$ cat config.mk
export PLATFORM = sky130hd
export DESIGN_NAME = uart_img_xfer_ctrl_flat
export DESIGN_NICKNAME = d
export VERILOG_FILES = /design/src/rtl/uart_xfer_pkg.sv /design/src/rtl/uart_img_xfer_ctrl_if.sv /design/src/rtl/xfer_byte_packer.sv /design/src/rtl/uart_img_xfer_ctrl.sv /design/src/flat_wrapper.sv
export SDC_FILE = /design/constraint.sdc
export NUM_CORES = 1
export LEC_CHECK = 0
export CAP_MARGIN = 20
export CORE_MARGIN = 5
export CORE_UTILIZATION = 43
export DETAILED_ROUTE_END_ITERATION = 10
export PLACE_DENSITY = 0.76
export SLEW_MARGIN = 5
export SYNTH_ARGS = -nofsm -noshare
export SYNTH_HDL_FRONTEND = slang
export SYNTH_SLANG_ARGS = --single-unit
$ cat constraint.sdc
create_clock -name clk -period 6.1 [get_ports clk]
set_input_delay 0.915 -clock clk [delete_from_list [all_inputs] [get_ports clk]]
set_output_delay 0.915 -clock clk [all_outputs]
set_load 0.01 [all_outputs]
$ cat src/rtl/uart_xfer_pkg.sv
// Shared types and default constants for the UART image transfer controller.
package uart_xfer_pkg;

  localparam int BYTES_PER_WORD      = 4;
  localparam int DEF_WORDS_PER_IMAGE = 25344;
  localparam int DEF_SRC_BASE        = 0;
  localparam int DEF_DST_BASE        = 25344;

  typedef enum logic [2:0] {
    XFER_IDLE      = 3'd0,
    XFER_RX_LOAD   = 3'd1,
    XFER_ACC_START = 3'd2,
    XFER_ACC_WAIT  = 3'd3,
    XFER_TX_READ   = 3'd4,
    XFER_TX_WAIT   = 3'd5,
    XFER_TX_BYTE   = 3'd6,
    XFER_DONE      = 3'd7
  } xfer_state_t;

endpackage

$ cat src/rtl/uart_img_xfer_ctrl_if.sv
// Bundle of UART byte stream, image RAM port and accelerator handshake signals.
interface uart_img_xfer_ctrl_if #(
  parameter int ADDR_W = 16
);
  logic [7:0]        rx_data;
  logic              rx_stb;
  logic [7:0]        tx_data;
  logic              tx_stb;
  logic              tx_ack;
  logic              mem_en;
  logic              mem_we;
  logic [ADDR_W-1:0] mem_addr;
  logic [31:0]       mem_wdata;
  logic [31:0]       mem_rdata;
  logic              acc_start;
  logic              acc_finish;
  logic              busy;
  logic              rx_err;

  modport master (
    input  rx_data, rx_stb, tx_ack, mem_rdata, acc_finish,
    output tx_data, tx_stb, mem_en, mem_we, mem_addr, mem_wdata, acc_start, busy, rx_err
  );

  modport slave (
    output rx_data, rx_stb, tx_ack, mem_rdata, acc_finish,
    input  tx_data, tx_stb, mem_en, mem_we, mem_addr, mem_wdata, acc_start, busy, rx_err
  );
endinterface

$ cat src/rtl/xfer_byte_packer.sv
// Assembles little-endian bytes into 32-bit words; word_valid pulses the cycle after byte 3.
module xfer_byte_packer
  import uart_xfer_pkg::*;
(
  input  logic        clk,
  input  logic        rst,
  input  logic        clear,
  input  logic        byte_stb,
  input  logic [7:0]  byte_data,
  output logic        word_valid,
  output logic [31:0] word_data
);

  localparam int IDX_W = $clog2(BYTES_PER_WORD);

  logic [IDX_W-1:0] idx_q, idx_d;
  logic [31:0]      asm_q, asm_d;
  logic             vld_q, vld_d;

  always_comb begin
    idx_d = idx_q;
    asm_d = asm_q;
    vld_d = 1'b0;
    if (clear) begin
      idx_d = '0;
      asm_d = '0;
    end else if (byte_stb) begin
      asm_d[8*idx_q +: 8] = byte_data;
      if (idx_q == IDX_W'(BYTES_PER_WORD - 1)) begin
        vld_d = 1'b1;
        idx_d = '0;
      end else begin
        idx_d = idx_q + IDX_W'(1);
      end
    end
  end

  always_ff @(posedge clk or posedge rst) begin
    if (rst) begin
      idx_q <= '0;
      asm_q <= '0;
      vld_q <= 1'b0;
    end else begin
      idx_q <= idx_d;
      asm_q <= asm_d;
      vld_q <= vld_d;
    end
  end

  // A byte landing during the write cycle only alters asm_q after the word has been written.
  assign word_valid = vld_q;
  assign word_data  = asm_q;

endmodule

$ cat src/rtl/uart_img_xfer_ctrl.sv
// Loads an image over UART into RAM, kicks the accelerator, then streams the result back.
// Optional build macro RX_TIMEOUT_EN: abort a stalled image load and raise rx_err.
module uart_img_xfer_ctrl
  import uart_xfer_pkg::*;
#(
  parameter int WORDS_PER_IMAGE   = DEF_WORDS_PER_IMAGE,
  parameter int SRC_BASE          = DEF_SRC_BASE,
  parameter int DST_BASE          = DEF_DST_BASE,
  parameter int ADDR_W            = 16,
  parameter int RX_TIMEOUT_CYCLES = 10_000_000
) (
  input logic                  clk,
  input logic                  rst,
  uart_img_xfer_ctrl_if.master bus
);

  localparam logic [2:0] S_IDLE      = XFER_IDLE;
  localparam logic [2:0] S_RX_LOAD   = XFER_RX_LOAD;
  localparam logic [2:0] S_ACC_START = XFER_ACC_START;
  localparam logic [2:0] S_ACC_WAIT  = XFER_ACC_WAIT;
  localparam logic [2:0] S_TX_READ   = XFER_TX_READ;
  localparam logic [2:0] S_TX_WAIT   = XFER_TX_WAIT;
  localparam logic [2:0] S_TX_BYTE   = XFER_TX_BYTE;
  localparam logic [2:0] S_DONE      = XFER_DONE;

  localparam int              WIDX_W    = $clog2(WORDS_PER_IMAGE + 1);
  localparam logic [WIDX_W-1:0] LAST_WORD = WIDX_W'(WORDS_PER_IMAGE - 1);

  logic [2:0]        state_q, state_d;
  logic [WIDX_W-1:0] word_idx_q, word_idx_d;
  logic [1:0]        tx_byte_q, tx_byte_d;
  logic [31:0]       tx_word_q, tx_word_d;
  logic              rx_err_q, rx_err_d;

  logic        in_load, wr_en, timeout;
  logic        word_valid;
  logic [31:0] word_data;

  assign in_load = (state_q == S_IDLE) || (state_q == S_RX_LOAD);
  assign wr_en   = word_valid && (state_q == S_RX_LOAD);

  xfer_byte_packer u_packer (
    .clk        (clk),
    .rst        (rst),
    .clear      (!in_load || timeout),
    .byte_stb   (in_load && bus.rx_stb),
    .byte_data  (bus.rx_data),
    .word_valid (word_valid),
    .word_data  (word_data)
  );

`ifdef RX_TIMEOUT_EN
  logic [31:0] idle_cnt_q, idle_cnt_d;

  always_comb begin
    idle_cnt_d = '0;
    if ((state_q == S_RX_LOAD) && !bus.rx_stb) idle_cnt_d = idle_cnt_q + 32'd1;
  end

  assign timeout = (state_q == S_RX_LOAD) && !bus.rx_stb &&
                   (idle_cnt_q == 32'(RX_TIMEOUT_CYCLES - 1));

  always_ff @(posedge clk or posedge rst) begin
    if (rst) idle_cnt_q <= '0;
    else     idle_cnt_q <= idle_cnt_d;
  end
`else
  logic unused_timeout_cfg;
  assign timeout            = 1'b0;
  assign unused_timeout_cfg = ^32'(RX_TIMEOUT_CYCLES);
`endif

  always_comb begin
    state_d    = state_q;
    word_idx_d = word_idx_q;
    tx_byte_d  = tx_byte_q;
    tx_word_d  = tx_word_q;
    rx_err_d   = rx_err_q;
    case (state_q)
      S_IDLE: begin
        if (bus.rx_stb) begin
          state_d    = S_RX_LOAD;
          word_idx_d = '0;
          rx_err_d   = 1'b0;
        end
      end
      S_RX_LOAD: begin
        if (timeout) begin
          state_d    = S_IDLE;
          word_idx_d = '0;
          rx_err_d   = 1'b1;
        end else if (word_valid) begin
          if (word_idx_q == LAST_WORD) begin
            state_d    = S_ACC_START;
            word_idx_d = '0;
          end else begin
            word_idx_d = word_idx_q + WIDX_W'(1);
          end
        end
      end
      S_ACC_START: state_d = S_ACC_WAIT;
      S_ACC_WAIT:  if (bus.acc_finish) state_d = S_TX_READ;
      S_TX_READ:   state_d = S_TX_WAIT;
      S_TX_WAIT: begin
        tx_word_d = bus.mem_rdata;
        tx_byte_d = '0;
        state_d   = S_TX_BYTE;
      end
      S_TX_BYTE: begin
        if (bus.tx_ack) begin
          if (tx_byte_q == 2'd3) begin
            if (word_idx_q == LAST_WORD) begin
              state_d    = S_DONE;
              word_idx_d = '0;
            end else begin
              state_d    = S_TX_READ;
              word_idx_d = word_idx_q + WIDX_W'(1);
            end
          end else begin
            tx_byte_d = tx_byte_q + 2'd1;
          end
        end
      end
      S_DONE: begin
        state_d    = S_IDLE;
        word_idx_d = '0;
        tx_byte_d  = '0;
      end
      default: state_d = S_IDLE;
    endcase
  end

  always_ff @(posedge clk or posedge rst) begin
    if (rst) begin
      state_q    <= S_IDLE;
      word_idx_q <= '0;
      tx_byte_q  <= '0;
      tx_word_q  <= '0;
      rx_err_q   <= 1'b0;
    end else begin
      state_q    <= state_d;
      word_idx_q <= word_idx_d;
      tx_byte_q  <= tx_byte_d;
      tx_word_q  <= tx_word_d;
      rx_err_q   <= rx_err_d;
    end
  end

  assign bus.mem_en    = wr_en || (state_q == S_TX_READ);
  assign bus.mem_we    = wr_en;
  assign bus.mem_addr  = ((state_q == S_TX_READ) ? ADDR_W'(DST_BASE) : ADDR_W'(SRC_BASE)) +
                         ADDR_W'(word_idx_q);
  assign bus.mem_wdata = wr_en ? word_data : 32'd0;
  assign bus.acc_start = (state_q == S_ACC_START);
  assign bus.tx_stb    = (state_q == S_TX_BYTE);
  assign bus.tx_data   = bus.tx_stb ? tx_word_q[8*tx_byte_q +: 8] : 8'd0;
  assign bus.busy      = (state_q != S_IDLE);
  assign bus.rx_err    = rx_err_q;

endmodule

$ cat src/flat_wrapper.sv
// flat-port wrapper written by rule: the top's interface ports become plain ports
module uart_img_xfer_ctrl_flat import uart_xfer_pkg::*;
#(
  parameter int WORDS_PER_IMAGE   = DEF_WORDS_PER_IMAGE,
  parameter int SRC_BASE          = DEF_SRC_BASE,
  parameter int DST_BASE          = DEF_DST_BASE,
  parameter int ADDR_W            = 16,
  parameter int RX_TIMEOUT_CYCLES = 10_000_000
)
  (clk, rst, bus_rx_data, bus_rx_stb, bus_tx_ack, bus_mem_rdata, bus_acc_finish, bus_tx_data, bus_tx_stb, bus_mem_en, bus_mem_we, bus_mem_addr, bus_mem_wdata, bus_acc_start, bus_busy, bus_rx_err);
  uart_img_xfer_ctrl_if #(.ADDR_W(ADDR_W)) bus_i ();
  input logic clk;
  input logic rst;
  input wire logic [$bits(bus_i.rx_data)-1:0] bus_rx_data;
  input wire logic [$bits(bus_i.rx_stb)-1:0] bus_rx_stb;
  input wire logic [$bits(bus_i.tx_ack)-1:0] bus_tx_ack;
  input wire logic [$bits(bus_i.mem_rdata)-1:0] bus_mem_rdata;
  input wire logic [$bits(bus_i.acc_finish)-1:0] bus_acc_finish;
  output wire logic [$bits(bus_i.tx_data)-1:0] bus_tx_data;
  output wire logic [$bits(bus_i.tx_stb)-1:0] bus_tx_stb;
  output wire logic [$bits(bus_i.mem_en)-1:0] bus_mem_en;
  output wire logic [$bits(bus_i.mem_we)-1:0] bus_mem_we;
  output wire logic [$bits(bus_i.mem_addr)-1:0] bus_mem_addr;
  output wire logic [$bits(bus_i.mem_wdata)-1:0] bus_mem_wdata;
  output wire logic [$bits(bus_i.acc_start)-1:0] bus_acc_start;
  output wire logic [$bits(bus_i.busy)-1:0] bus_busy;
  output wire logic [$bits(bus_i.rx_err)-1:0] bus_rx_err;
  assign bus_i.rx_data = bus_rx_data;
  assign bus_i.rx_stb = bus_rx_stb;
  assign bus_i.tx_ack = bus_tx_ack;
  assign bus_i.mem_rdata = bus_mem_rdata;
  assign bus_i.acc_finish = bus_acc_finish;
  assign bus_tx_data = bus_i.tx_data;
  assign bus_tx_stb = bus_i.tx_stb;
  assign bus_mem_en = bus_i.mem_en;
  assign bus_mem_we = bus_i.mem_we;
  assign bus_mem_addr = bus_i.mem_addr;
  assign bus_mem_wdata = bus_i.mem_wdata;
  assign bus_acc_start = bus_i.acc_start;
  assign bus_busy = bus_i.busy;
  assign bus_rx_err = bus_i.rx_err;
  uart_img_xfer_ctrl #(.WORDS_PER_IMAGE(WORDS_PER_IMAGE), .SRC_BASE(SRC_BASE), .DST_BASE(DST_BASE), .ADDR_W(ADDR_W), .RX_TIMEOUT_CYCLES(RX_TIMEOUT_CYCLES)) u_core (.clk(clk), .rst(rst), .bus(bus_i));
endmodule
==> After elaboration in Yosys (flattened, before gate mapping) <==
Cells that the tools add are included.
{ "word_totals": {"word_cells": 74, "output_inout_bits": 62, "in_bits": 45, "ff_bits": 87} }
{ "op_classes": {"shift": 3, "add_sub_neg": 5, "reduce_logical": 12, "mux": 29, "eq_ne": 18} }
{ "ops": {"columns": ["cell", "n"], "rows": [
  ["32-bit 2-to-1 mux", 3],
  ["15-bit 2-to-1 mux", 6],
  ["15-bit one-hot mux with 4 select lines", 1],
  ["5-bit negation with 34-bit output", 1],
  ["8-bit by 34-bit variable shift with 32-bit output, first input constant", 1],
  ["8-bit by 34-bit indexed part select with 32-bit output", 1],
  ["32-bit bitwise mux", 1],
  ["32-bit by 6-bit indexed part select with 8-bit output", 1],
  ["3-bit one-hot mux with 8 select lines", 1],
  ["3-bit 2-to-1 mux", 6],
  ["16-bit by 15-bit adder with 16-bit output", 1],
  ["2-bit != test, second input constant", 8],
  ["15-bit by 1-bit adder with 15-bit output, second input constant", 1],
  ["15-bit == test, second input constant", 1],
  ["3-bit == test, second input constant", 4],
  ["2-bit 2-to-1 mux", 6],
  ["8-bit 2-to-1 mux", 1],
  ["3-bit by 2-bit == test with 1-bit output, second input constant", 2],
  ["6-bit AND reduction", 1],
  ["5-bit AND reduction", 1],
  ["2-bit by 1-bit adder with 2-bit output, second input constant", 2],
  ["2-bit == test, second input constant", 2],
  ["2-bit one-hot mux with 2 select lines", 1],
  ["4-bit nonzero test", 1],
  ["other kinds (9)", 13]
]} }

==> Logic depth before layout (Yosys ltp) <==
{ "depth": {"ltp_word": 5, "ltp_mapped": 8, "depth_no_buf": 6} }

==> By module <==
Synthesis repeated with hierarchy kept, for this count alone.
{ "unflattened": {"cells_unflattened": 421, "area_unflattened_um2": 4715.8} }
{ "by_module_without_submodules": {"columns": ["mod", "n_inst", "cells_per_inst", "area_each_um2", "seq_area_each_um2"], "rows": [
  ["uart_img_xfer_ctrl", 1, 312, 3183.1, 1301.2],
  ["xfer_byte_packer", 1, 109, 1532.7, 875.8]
]} }

==> Least setup slack after synthesis <==
No wires, ideal clock.
{ "synth_path": {"path_kind": "register -> output", "startpoint": "reg u_core.state_q[0]", "endpoint": "out bus_mem_addr[14]", "n_path_buf": 2, "slack_ps": 3026, "arrival_time_ps": 2159, "stages_incl_launch_ff": 9, "required_ps": 5185, "path_cell_list": "dfrtp_1 > buf_4 > clkbuf_1 > nor3b_1 > xnor2_1 > ha_1 > o21a_1 > o31ai_1 > xnor2_1"} }
{ "synth_between": {"elab_chain_cells": 3} }
{ "synth_rtl": {"columns": ["item", "line", "rtl"], "rows": [
  ["start, declared", "uart_img_xfer_ctrl.sv:29", "logic [2:0] state_q, state_d;"],
  ["start signal, assigned", "uart_img_xfer_ctrl.sv:141", "state_q <= state_d;"],
  ["3-bit == test", "uart_img_xfer_ctrl.sv:151", "assign bus.mem_addr = ((state_q == S_TX_READ) ? ADDR_W'(DST_BASE) : ADDR_W'(SRC_BASE)) +"],
  ["15-bit 2-to-1 mux", "uart_img_xfer_ctrl.sv:151", null],
  ["16-bit by 15-bit adder with 16-bit output", "uart_img_xfer_ctrl.sv:151", null],
  ["end, declared", "flat_wrapper.sv:23", "output wire logic [$bits(bus_i.mem_addr)-1:0] bus_mem_addr;"]
]} }
No other way between the ends.

==> Final worst setup path <==
{ "layout_path": {"startpoint": "reg u_core.state_q[2]", "endpoint": "out bus_mem_addr[14]"} }
Same word-level chain as after synthesis.

==> results.md <==
* Initial cell density of the core at 0.4341
* Setup crit end kind: primary output
* Total gr overflow at 0
* HPWL Detailed at 8231 um
* Total GRT Usage at 0.1832
* Die ar. at 0.01303 mm2
* Clock power frac at 0.222
* Hold path depth at 1
* Clk_lat worst skew at 0.35 ns
* Pint at 1.292 mW
* Syn Nets at 473
* Hold Vio Cnt, Final at 0
* GPL Wtd Cong at 0.8768
* Post-Syn Instances at 416
* Rows at 38
* Switching share of power at 0.3167
* PortBufs at 105
* Clock Sinks at 87
* Pins Over Slew Limit at 0
* Routed wl met2 at 6096 um
* Status: completed
* Post-CTS sizing at 0
* Number of flops mapped to enable cells by yosys at 0
* Met3 WL at 458 um
* Min-delay worst type: register to register
* Number of buffers inserted by hold repair at cts at 0
* Logic pwr share at 0.303
* Crit Path Max Fanout at 18
* Largest net degree at the start of global routing at 46
* Distinct cell type count after synthesis at 57
* ANT cells at 0
* Area of the core at 0.01075 mm2
* CTS max path bufs at 2
* Synth top area share at 0.4667
* WS Path Type: register to primary output
* Vias at 3608
* Setup violators final at 0
* Period utilization at 0.6922
* Cells on worst reg2reg path at 5
* Maximum capacitance violations at 0
* Setup WS pre-CTS at 2.260 ns
* Metal-1 WL at 4838 um
* CP startpoint kind: register
* Post-DRT Antenna Nets at 0
* Rel. slew slack at 0.3703
* #FFs+latches synth at 87
* Reg2Reg Capture Point: u_core.word_idx_q[6]
* Die Width at 114.2 um
* Max VDD drop at 0.1543 mV
* WL/cell at 17.94 um
* Worst hold slack at 0.5049 ns
* TritonCTS Buffers at 9
* Seq pwr share at 0.476
* Clk root buf: clkbuf_8
* Worst EP required at 5.18 ns
* Avg Vias per Cell at 5.602
* Highest clock rate at 236.8 MHz
* Syn-to-layout area delta at 27.52%
* Ys flop type: dfrtp_1
* Final total power at 1.891 mW
* TritonCTS clock tree: built
* CTS H-Tree Depth at 3
* Share of cells above drive strength 1 at 0.1369
* Detailed Routing Iterations Pass 1 at 5
* Synth Warn # at 0
* Clock-pin slew on the worst setup and hold paths at 0.08 ns
* Ranking of synthesized cells by area: dfrtp_1 47%, mux2_2 7.7%, a22o_1 6.4%, and2_1 5.8%, mux4_2 3.9%
* Ys async rst share at 1.000
* WL final at 11550 um
* Finished Core Util at 0.5536
* Mapped Area at 0.004664 mm2
* Setup Buffers After CTS at 0
* Sum Neg Setup Slack at 0 ns
* Top sig layer: met4
* Reg2Reg Launch Point: u_core.tx_byte_q[0]
* RSZ-0062 raised after global routing: false
* Synth area leader: dfrtp_1
* Layout Nets at 556
* Worst path arrival time at 3.31 ns
* PD cells at 317.8 mW/mm2
* Total leakage power at 2.595 nW
* Crit path launch: u_core.state_q[2]
* Worst-margin pin slew at 0.9445 ns
* Global-route wire length before repair at 19020 um
* Initial antenna violation count at 0
* Initial DRC Count at 167
* Post-Syn Area per Cell at 11.21 um2
* Final worst slack at 1.878 ns
* Ports at 107
* Remaining DRCs at 0
* Clock skew at 0.01698 ns
* Die height at 114.2 um
* Seq/Total Area, Yosys at 0.4667
* Number of global-route vias before repair at 3742
* Min cycle time layout at 4.222 ns
* R2r setup slk at 3.19 ns
* Worst Setup EP: bus_mem_addr[14]
* Reported net switching power at 0.5987 mW
## layout by cell type, fill, tap and decap left out, drive strengths merged, types with 3 or more instances in the layout
| master | count |
|---|---|
| mux2i | 4 |
| nand3 | 6 |
| o21ai | 7 |
| nor3b | 6 |
| a31oi | 3 |
| a22o | 34 |
| or3 | 3 |
| nand4 | 7 |
| buf | 4 |
| o22ai | 3 |
| o2bb2ai | 4 |
| clkdlybuf4s50 | 105 |
| a32oi | 3 |
| mux2 | 32 |
| a21oi | 7 |
| o31ai | 3 |
| a21boi | 5 |
| dfrtp | 87 |
| mux4 | 8 |
| and2 | 43 |
| a31o | 3 |
| and3 | 8 |
| nand2 | 17 |
| nor2 | 13 |
| nor3 | 5 |
| clkbuf | 12 |
| and4 | 5 |
| ha | 12 |
| xnor2 | 8 |
| inv | 13 |
## power by group through the flow
| stage | clock network, mW | registers (mW) | logic (mW) |
|---|---|---|---|
| finish | 0.419 | 0.899 | 0.572 |
| global route | 0.460 | 0.928 | 0.630 |
| CTS | 0.434 | 0.901 | 0.578 |
| detailed placement | 0 | 0.911 | 0.576 |
| global placement | 0 | 0.902 | 0.552 |
| floorplan | 0 | 0.838 | 0.454 |
## cells by family after synthesis
kind of cell | synth area share
buffers and inverters | 0.04909
multiplexers | 0.1245
AO/OA/AOI/OAI | 0.1486
adder cells (fa/ha/maj) | 0.03219
other | 0.0008039
flip-flops | 0.4667
AND/OR/NAND/NOR | 0.1612
XOR/XNOR | 0.01690
## final cells by class
class / instances / area, um2
Clock inverter: 4 / 51.30
Timing Repair Buffer: 109 / 1081
Tap cell: 140 / 175.2
Sequential cell: 87 / 2177
Fill cell: 952 / 4797
Inverter: 13 / 50.05
Clock buffer: 12 / 155.1
Multi-Input combinational cell: 279 / 2258
## cell usage after synthesis, types with 7 or more instances
cell,n
dfrtp_1,87
and2_1,43
a22o_1,34
mux2_2,32
clkbuf_1,22
nand2_1,17
nor2_1,13
ha_1,12
inv_1,12
buf_4,10
and3_1,8
mux4_2,8
xnor2_1,8
a21oi_1,7
nand4_1,7
o21ai_0,7
## worst min path at each step
stage	endpoint	startpoint	slack [ns]
floorplan	u_core.u_packer.word_data[21]	u_core.u_packer.word_data[21]	0.46
global placement	u_core.u_packer.word_data[27]	u_core.u_packer.word_data[27]	0.48
detailed placement	u_core.u_packer.word_data[28]	u_core.u_packer.word_data[28]	0.48
CTS	u_core.u_packer.word_data[12]	u_core.u_packer.word_data[12]	0.51
global route	u_core.u_packer.word_data[10]	u_core.u_packer.word_data[10]	0.51
finish	u_core.u_packer.word_data[9]	u_core.u_packer.word_data[9]	0.50
## critical path, cell delays in order, from the launching register on
cell	delay [ns]
dfrtp_1	0.72
nor3b_1	0.73
xnor2_1	0.14
ha_1	0.26
o21a_1	0.17
o31ai_1	0.24
xnor2_1	0.15
clkdlybuf4s50_1	0.55
## through the flow
| stage | instances | area (um2) |
|---|---|---|
| floorplan | 416 | 4664 |
| global placement | 628 | 5742 |
| detailed placement | 628 | 5742 |
| CTS | 644 | 5948 |
| global route | 644 | 5948 |
| finish | 644 | 5948 |
## state kept, by name, summed over array words and instances (netlist names)
register	count
u_core.word_idx_q	15
u_core.u_packer.word_valid	1
u_core.tx_byte_q	2
u_core.u_packer.word_data	32
u_core.tx_word_q	32
u_core.state_q	3
u_core.u_packer.idx_q	2
## routing by layer
layer | vias up | global-route usage
met5 | - | 0
met4 | 0 | 0.06255
met3 | 10 | 0.03171
met2 | 90 | 0.3123
met1 | 1824 | 0.2359
li1 | 1684 | -
No activity file was read; power rests on OpenSTA's default activity.
